## src/rtl/prob_3_34_pkg.sv

```systemverilog
// Shared constants for the 4-in/3-out function sweeper: FSM encoding and sweep length.
// Combinational constants only; no latency, no backpressure.
package prob_3_34_pkg;

    typedef logic [1:0] state_t;

    localparam state_t ST_IDLE   = 2'd0;
    localparam state_t ST_SETTLE = 2'd1;
    localparam state_t ST_CHECK  = 2'd2;
    localparam state_t ST_DONE   = 2'd3;

    localparam int         VEC_COUNT = 16;
    localparam logic [3:0] VEC_LAST  = 4'(VEC_COUNT - 1);

endpackage

```

## src/rtl/prob_3_34_golden.sv

```systemverilog
// Golden model of the 4-input/3-output function under test.
// Purely combinational, zero latency, no backpressure.
module prob_3_34_golden (
    input  logic A,
    input  logic B,
    input  logic C,
    input  logic D,
    output logic E1,
    output logic E2,
    output logic E3
);

    assign E1 = (A | ~B) & ~C & (C | D);
    assign E2 = ((~C & D) | (B & C & D) | (C & ~D)) & (~A | B);
    assign E3 = (((A & B) | C) & D) | (~B & C);

endmodule

```

## src/rtl/prob_3_34_sweeper.sv

```systemverilog
// Exhaustive sweeper: drives all 16 vectors, compares DUT responses to the golden model.
// done fires 16*(SETTLE+1)+1 cycles after an accepted start; start is ignored while busy.
module prob_3_34_sweeper
    import prob_3_34_pkg::*;
#(
    parameter int SETTLE = 1
) (
    input  logic       clk,
    input  logic       rst,
    input  logic       start,
    output logic       A,
    output logic       B,
    output logic       C,
    output logic       D,
    input  logic       Out_1,
    input  logic       Out_2,
    input  logic       Out_3,
    output logic       busy,
    output logic       done,
    output logic       pass,
    output logic [4:0] err_count,
    output logic [3:0] first_fail_vec,
    output logic [2:0] first_fail_obs
);

    state_t     r_state;
    logic [3:0] r_vec;
    logic [3:0] r_wait;
    logic       r_busy;
    logic       r_done;
    logic       r_pass;
    logic [4:0] r_err;
    logic [3:0] r_ffv;
    logic [2:0] r_ffo;

    state_t     w_next_state;
    logic       w_busy_nxt;
    logic       w_done_nxt;
    logic       w_e1, w_e2, w_e3;
    logic [2:0] w_obs;
    logic       w_mismatch;
    logic       w_settled;

    prob_3_34_golden u_golden (
        .A  (r_vec[3]),
        .B  (r_vec[2]),
        .C  (r_vec[1]),
        .D  (r_vec[0]),
        .E1 (w_e1),
        .E2 (w_e2),
        .E3 (w_e3)
    );

    assign w_obs      = {Out_1, Out_2, Out_3};
    assign w_mismatch = (w_obs != {w_e1, w_e2, w_e3});
    assign w_settled  = (r_wait == 4'(SETTLE - 1));

    always_ff @(posedge clk) begin
        if (rst) begin
            r_state <= ST_IDLE;
        end else begin
            r_state <= w_next_state;
        end
    end

    always_comb begin
        w_next_state = r_state;
        case (r_state)
            ST_IDLE:   if (start) w_next_state = ST_SETTLE;
            ST_SETTLE: if (w_settled) w_next_state = ST_CHECK;
            ST_CHECK:  w_next_state = (r_vec == VEC_LAST) ? ST_DONE : ST_SETTLE;
            ST_DONE:   w_next_state = ST_IDLE;
            default:   w_next_state = ST_IDLE;
        endcase
    end

    // Flags are decoded from the next state so the registered copies line up with r_state.
    always_comb begin
        w_busy_nxt = (w_next_state != ST_IDLE);
        w_done_nxt = (w_next_state == ST_DONE);
    end

    always_ff @(posedge clk) begin
        if (rst) begin
            r_vec  <= '0;
            r_wait <= '0;
            r_busy <= 1'b0;
            r_done <= 1'b0;
            r_pass <= 1'b0;
            r_err  <= '0;
            r_ffv  <= '0;
            r_ffo  <= '0;
        end else begin
            r_busy <= w_busy_nxt;
            r_done <= w_done_nxt;
            case (r_state)
                ST_IDLE: begin
                    if (start) begin
                        r_vec  <= '0;
                        r_wait <= '0;
                        r_err  <= '0;
                        r_pass <= 1'b0;
                        r_ffv  <= '0;
                        r_ffo  <= '0;
                    end
                end
                ST_SETTLE: r_wait <= r_wait + 4'd1;
                ST_CHECK: begin
                    if (w_mismatch) begin
                        r_err <= r_err + 5'd1;
                        if (r_err == 5'd0) begin
                            r_ffv <= r_vec;
                            r_ffo <= w_obs;
                        end
                    end
                    if (r_vec != VEC_LAST) begin
                        r_vec  <= r_vec + 4'd1;
                        r_wait <= '0;
                    end
                end
                ST_DONE: r_pass <= (r_err == 5'd0);
                default: ;
            endcase
        end
    end

    assign {A, B, C, D}   = r_vec;
    assign busy           = r_busy;
    assign done           = r_done;
    assign pass           = r_pass;
    assign err_count      = r_err;
    assign first_fail_vec = r_ffv;
    assign first_fail_obs = r_ffo;

endmodule

```

## config.mk

```make
export PLATFORM = sky130hd
export DESIGN_NAME = prob_3_34_sweeper
export DESIGN_NICKNAME = d
export VERILOG_FILES = /design/src/rtl/prob_3_34_pkg.sv /design/src/rtl/prob_3_34_golden.sv /design/src/rtl/prob_3_34_sweeper.sv
export SDC_FILE = /design/constraint.sdc
export NUM_CORES = 1
export LEC_CHECK = 0
export BUFFER_PORTS_ARGS = -buffer_cell sky130_fd_sc_hd__buf_2
export CAP_MARGIN = 20
export CORE_ASPECT_RATIO = 0.75
export CORE_MARGIN = 2
export CORE_UTILIZATION = 54
export DETAILED_ROUTE_END_ITERATION = 16
export PLACE_DENSITY = 0.8
export SYNTH_ARGS = -nofsm -noshare
export SYNTH_HDL_FRONTEND = slang
export SYNTH_SLANG_ARGS = --single-unit
```

## constraint.sdc

```tcl
create_clock -name clk -period 2.8 [get_ports clk]
set_clock_uncertainty 0.1 [all_clocks]
set_input_delay 0.28 -clock clk [delete_from_list [all_inputs] [get_ports clk]]
set_output_delay 0.28 -clock clk [all_outputs]
set_load 0.01 [all_outputs]
```

==> out/qor.yml, run 1 <==
status: "complete, no violations"
wl_per_cell_microns: 13.9
first_global_vias: 1026
hold_viol: 0
syn_to_final_growth_pct: 9.94
nNetsFinal: 190
synth_seq_area_share: 0.355
synth-edff-count: 0
finalWorstSetupSlack_ns: 0.387
drv_cap: 0
ys_types: 41
pre_cts_ws_ns: 0.418
synthCells: 153
yosys-top-cells-area: "dfxtp_1 35%, ha_1 7.1%, mux2i_1 7.1%, nand2b_1 5.8%, nand2_1 4.0%"
dr_total_vias: 1178
rsz0062_at_grt: "false"
synth-async-reset-ratio: 0
drc: 0
cts_made_buffers: 3
ios: 25
p_per_area_nw_per_um2: 409
drtIter0Drc: 57
viasPerCell: 5.58
cts_sinks: 25
cp-start-kind: "register"
io_buffer_count: 24
grt_max_degree: 24
slowest_stage: "dfxtp_1"
post-route-period-util: 0.862
finalCriticalPeriod_ns: 2.41
final_max_slew_viol_count: 0
place_hpwl_microns: 2230
ys_ff_latch: 25
ir_drop_mv: 0.219
cpLargestDelayFamily: "compound AO/OA/AOI/OAI gates"
cts_setup_buffers: 0
path_cells: "inv_1, ha_1, a211oi_1, o22ai_2, xnor2_2, a211o_1, mux2i_1"
core_area_sq_um: 2540
worstPathArrival_ns: 2.58
cts_buffer_depth: 2
tns_ns: 0
diodes: 0
synth_warnings: 0
crit_type: "reg -> reg"
dieHeight_microns: 48.3
gp_congestion: 0.826
clock-root-buffer: "clkbuf_4"
insertion_delay_ns: 0.34
leakagePower_nw: 0.648
ff2ff_setup_slack_ns: 0.39
timing.fmax_ghz: 0.414
hold_class: "in -> reg"
syn-num-nets: 167
synthFlopType: "dfxtp_1"
crit_required_ns: 2.97
syn_avg_cell_area_sq_um: 9.22
cts_resized: 0
drtAntennaViolNets: 0
slowest_delay_ns: 0.54
start_util: 0.555
dr.pass1.iters: 5
row_count: 16
hold_buffers: 0
cts_tree: "yes"
grtUsageTotal: 0.202
antenna_found_initial: 0
wl_microns: 2940
grt_overflow: 0
die_area_sq_um: 3040
cp_max_fo: 10
cts_htree_levels: 1
netlist_top_cells_count: "25 x dfxtp_1, 15 x nand2_1, 15 x nor2_1"
critPathBufInv: 1
fillers: 224
worst_pin_slew_ns: 0.678
synth_area_sq_um: 1410
cp-end-kind: "register"
grt_first_pass_wirelength_microns: 4620
slew_headroom: 0.547
synth_top_area_cell: "dfxtp_1"
drive_gt1_frac: 0.223
die_w_microns: 63.0
yosysTopAreaCellShare: 0.355
setup_viol: 0
clk_pin_slew_worst_paths_ns: 0.14
synth_most_common_cell: "dfxtp_1"
==> power by group <==
group | switching (mW) | total (mW) | internal [mW] | leakage, nW
Clock | 0.115 | 0.169 | 0.0539 | 0.0177
Sequential | 0.0109 | 0.374 | 0.363 | 0.202
Combinational | 0.0514 | 0.0907 | 0.0394 | 0.428
==> worst paths after layout <==
| kind | cells past startpoint | to | startpoint |
|---|---|---|---|
| setup / recovery | 7 | first_fail_obs[1] | r_vec[1] |
| hold / removal | 3 | first_fail_obs[2] | Out_1 |
| setup reg to reg | 7 | first_fail_obs[1] | r_vec[1] |
| hold reg to reg | 2 | first_fail_vec[2] | first_fail_vec[2] |
==> state kept, by name (all words and copies together), names as in the netlist <==
signal / flops
err_count: 5
busy: 1
r_state: 2
done: 1
r_vec: 4
r_wait: 4
pass: 1
first_fail_obs: 3
first_fail_vec: 4
==> area by class of cell <==
| cell class | count | area, sq um | area share |
|---|---|---|---|
| Clock buffer | 3 | 22.5 | 0.0145 |
| Clock inverter | 1 | 5.00 | 0.00323 |
| Inverter | 7 | 26.3 | 0.0169 |
| Multi-Input combinational cell | 115 | 831 | 0.536 |
| Sequential cell | 25 | 500 | 0.323 |
| Tap cell | 36 | 45.0 | 0.0291 |
| Timing Repair Buffer | 24 | 120 | 0.0775 |
==> tightest hold or removal path: stages <==
cell     delay (ns)
buf_2          0.13
nand2_1        0.06
mux2i_1        0.05
==> cell usage in the layout, fill, tap and decap left out, types with 2 or more instances in the layout <==
master / instances
dfxtp_1: 25
xor2_1: 4
a211oi_1: 2
o32ai_1: 3
ha_1: 8
mux2i_1: 10
inv_1: 7
nand2b_1: 13
nor2_1: 15
nand2b_4: 2
nand4_1: 2
a221oi_1: 2
or3_1: 2
a21oi_1: 7
clkbuf_4: 3
nand3_1: 5
a211o_1: 2
nand2_1: 15
buf_2: 24
nor3_1: 2
==> logic make-up (layout without fill, tap and decap cells) <==
| group | Yosys count | count (layout) | share of synthesized area |
|---|---|---|---|
| XOR/XNOR | 6 | 6 | 0.0426 |
| buffers and inverters | 13 | 35 | 0.0559 |
| AND/OR/NAND/NOR | 65 | 65 | 0.262 |
| flip-flops | 25 | 25 | 0.355 |
| AO/OA/AOI/OAI | 26 | 26 | 0.143 |
| multiplexers | 10 | 10 | 0.0710 |
| adder cells (fa/ha/maj) | 8 | 8 | 0.0710 |
==> metrics by stage <==
step | power (mW) | cell area, sq um | util | hold slack (ns) | cells
after floorplan | 0.454 | 1410 | - | 0.319 | 153
after global placement | 0.467 | 1520 | 0.599 | 0.362 | 207
after detailed placement | 0.472 | 1520 | 0.599 | 0.371 | 207
after CTS | 0.639 | 1550 | 0.610 | 0.111 | 211
after global routing | 0.665 | 1550 | 0.610 | 0.104 | 211
final | 0.633 | 1550 | 0.610 | 0.119 | 211
==> routing by layer <==
layer | vias to the layer above | track usage | share of wire
met5 | - | 0 | 0
met4 | 0 | 0.0844 | 0.013
met3 | 7 | 0.0600 | 0.044
met2 | 27 | 0.383 | 0.50
met1 | 566 | 0.226 | 0.44
li1 | 578 | - | -
(Power assumes the default switching activity.)
==> inputs of run 2 (changes only) <==
--- a/config.mk
+++ b/config.mk
@@ -8,10 +8,10 @@
 export BUFFER_PORTS_ARGS = -buffer_cell sky130_fd_sc_hd__buf_2
 export CAP_MARGIN = 20
 export CORE_ASPECT_RATIO = 0.75
-export CORE_MARGIN = 2
-export CORE_UTILIZATION = 54
+export CORE_MARGIN = 1.5
+export CORE_UTILIZATION = 49
 export DETAILED_ROUTE_END_ITERATION = 16
-export PLACE_DENSITY = 0.8
+export PLACE_DENSITY = 0.77
 export SYNTH_ARGS = -nofsm -noshare
 export SYNTH_HDL_FRONTEND = slang
 export SYNTH_SLANG_ARGS = --single-unit
==> constraint.sdc (replaced) <==
create_clock -name clk -period 2.2 [get_ports clk]
set_clock_uncertainty 0.1 [all_clocks]
set_input_delay 0.22 -clock clk [delete_from_list [all_inputs] [get_ports clk]]
set_output_delay 0.22 -clock clk [all_outputs]
set_load 0.01 [all_outputs]
==> out/qor.yml, run 2 (synthesis gave the netlist of run 1 again) <==
cp_max_fo: 7  # -3
clock-root-buffer: "clkbuf_8"
ir_drop_mv: 0.292  # +33%
hold_viol: 0  # unchanged
r2r_end: "first_fail_obs[0]"
row_count: 16  # unchanged
internal_power_uw: 645  # +41%
crit_start: "r_vec[1]"
finalWorstSetupSlack_ns: 0.117  # -0.270 ns
slew_headroom: 0.549  # +0.00186
cts_sinks: 25  # unchanged
dieHeight_microns: 49.5  # +2.5%
hold_buffers: 0  # unchanged
r2r_start: "r_vec[1]"
post-route-period-util: 0.947  # +0.0850
die_w_microns: 64.9  # +3.1%
rsz0062_at_grt: "false"
hp-start: "Out_2"
p_per_area_nw_per_um2: 545  # +33%
worst_hold_path.endpoint: "first_fail_obs[1]"
start_util: 0.530  # -0.0250
largest_reg_flops: 5  # unchanged
gp_congestion: 0.798  # -3.3%
drive_gt1_frac: 0.240  # +0.0174
worst_pin_slew_ns: 0.675  # -0.00278 ns
r2r_cells: 7  # unchanged
crit_type: "reg -> reg"
timing.fmax_ghz: 0.480  # +16%
cts_buffer_depth: 2  # unchanged
drtIter0Drc: 47  # -18%
syn_to_final_growth_pct: 13.9
grt_overflow: 0  # unchanged
dr.pass1.iters: 4  # -1
power_uw: 875  # +38%
cts_tree: "yes"
diodes: 0  # unchanged
hold_class: "in -> reg"
status: "complete, no violations"
cts_setup_buffers: 0  # unchanged
whs_ns: 0.127  # +0.00831 ns
cp-end-kind: "register"
dr_total_vias: 1152  # -2.2%
viasPerCell: 5.36  # -4.0%
io_buffer_count: 24  # unchanged
antenna_found_initial: 0  # unchanged
p_comb_frac: 0.140  # -0.003
die_area_sq_um: 3210  # +5.6%
wl_per_cell_microns: 13.6  # -1.9%
leakagePower_nw: 0.676  # +4.3%
first_global_vias: 1104  # +7.6%
grt_first_pass_wirelength_microns: 4850  # +5.1%
nNetsFinal: 194  # +2.1%
worstPathArrival_ns: 2.18  # -0.40 ns
finish.utilization: 0.603  # -0.00636
hold_depth: 3  # unchanged
core_area_sq_um: 2660  # +4.7%
drc: 0  # unchanged
grtUsageTotal: 0.196  # -0.00689
clk_pin_slew_worst_paths_ns: 0.09  # -0.05 ns
crit_required_ns: 2.30  # -0.67 ns
ios: 25  # unchanged
place_hpwl_microns: 2270  # +1.8%
drtAntennaViolNets: 0  # unchanged
cts_made_buffers: 3  # unchanged
ff2ff_setup_slack_ns: 0.12  # -0.27 ns
pre_cts_ws_ns: 0.0252  # -0.392 ns
p_sw_uw: 230  # +30%
finalCriticalPeriod_ns: 2.08  # -0.330 ns
p_seq_frac: 0.541  # -0.049
final_max_slew_viol_count: 0  # unchanged
wl_microns: 2930  # about the same
layout_common_cells: "25 x dfxtp_1, 24 x buf_2, 15 x nor2_1, 15 x nand2_1, 13 x nand2b_1"
setup_viol: 0  # unchanged
sw_frac_of_total: 0.263  # -0.0167
grt_max_degree: 24  # unchanged
cp-start-kind: "register"
layout_commonest_cell: "dfxtp_1"
cts_htree_levels: 1  # unchanged
insertion_delay_ns: 0.27  # -0.07 ns
power.share.clock: 0.319  # +0.053
drv_cap: 0  # unchanged
tns_ns: 0  # unchanged
==> run 2: worst max path at each step <==
stage	to	slack (ns)	cells after the start
finish	first_fail_obs[0]	0.12	7
global route	first_fail_obs[0]	0.005	7
CTS	first_fail_obs[0]	0.002	7
detailed placement	first_fail_obs[0]	0.03	7
global placement	first_fail_vec[3]	0.13	7
floorplan	first_fail_obs[0]	0.09	8
==> run 2: power groups by stage <==
stage	combinational, mW	clock, mW	sequential, mW
after global routing	0.135	0.300	0.475
final	0.122	0.279	0.473
after global placement	0.115	0	0.482
after CTS	0.120	0.285	0.473
after floorplan	0.0972	0	0.481
after detailed placement	0.119	0	0.484
==> run 2: critical path: stages (launching register included) <==
cell	delay, ns
dfxtp_1	0.40
inv_1	0.09
ha_1	0.21
a211oi_1	0.25
o22ai_2	0.15
xnor2_2	0.19
a211o_4	0.41
mux2i_1	0.20
==> run 2: cell type report <==
cell class,count,area (sq um)
Fill cell,227,1060
Multi-Input combinational cell,115,840
Sequential cell,25,500
Timing Repair Buffer,28,150
Clock buffer,4,45.0
Tap cell,36,45.0
Inverter,7,26.3
==> run 2: per-stage QoR <==
stage / instances / instance area, sq um
3_5_place_dp: 211 / 1550
3_3_place_gp: 211 / 1550
5_1_grt: 215 / 1610
2_1_floorplan: 153 / 1410
4_1_cts: 215 / 1600
6_report: 215 / 1610
==> run 2: layer usage <==
layer | track usage | vias up | wire [microns]
met1 | 0.245 | 547 | 1370
met2 | 0.328 | 20 | 1410
met3 | 0.0616 | 4 | 116
met4 | 0.0461 | 0 | 34
li1 | - | 581 | -
met5 | 0 | - | 0
==> run 2: what timing repair did <==
action	in CTS	in global routing
gates resized for setup	0	2
endpoints found under the setup margin	0	7
hold endpoints to repair	0	0
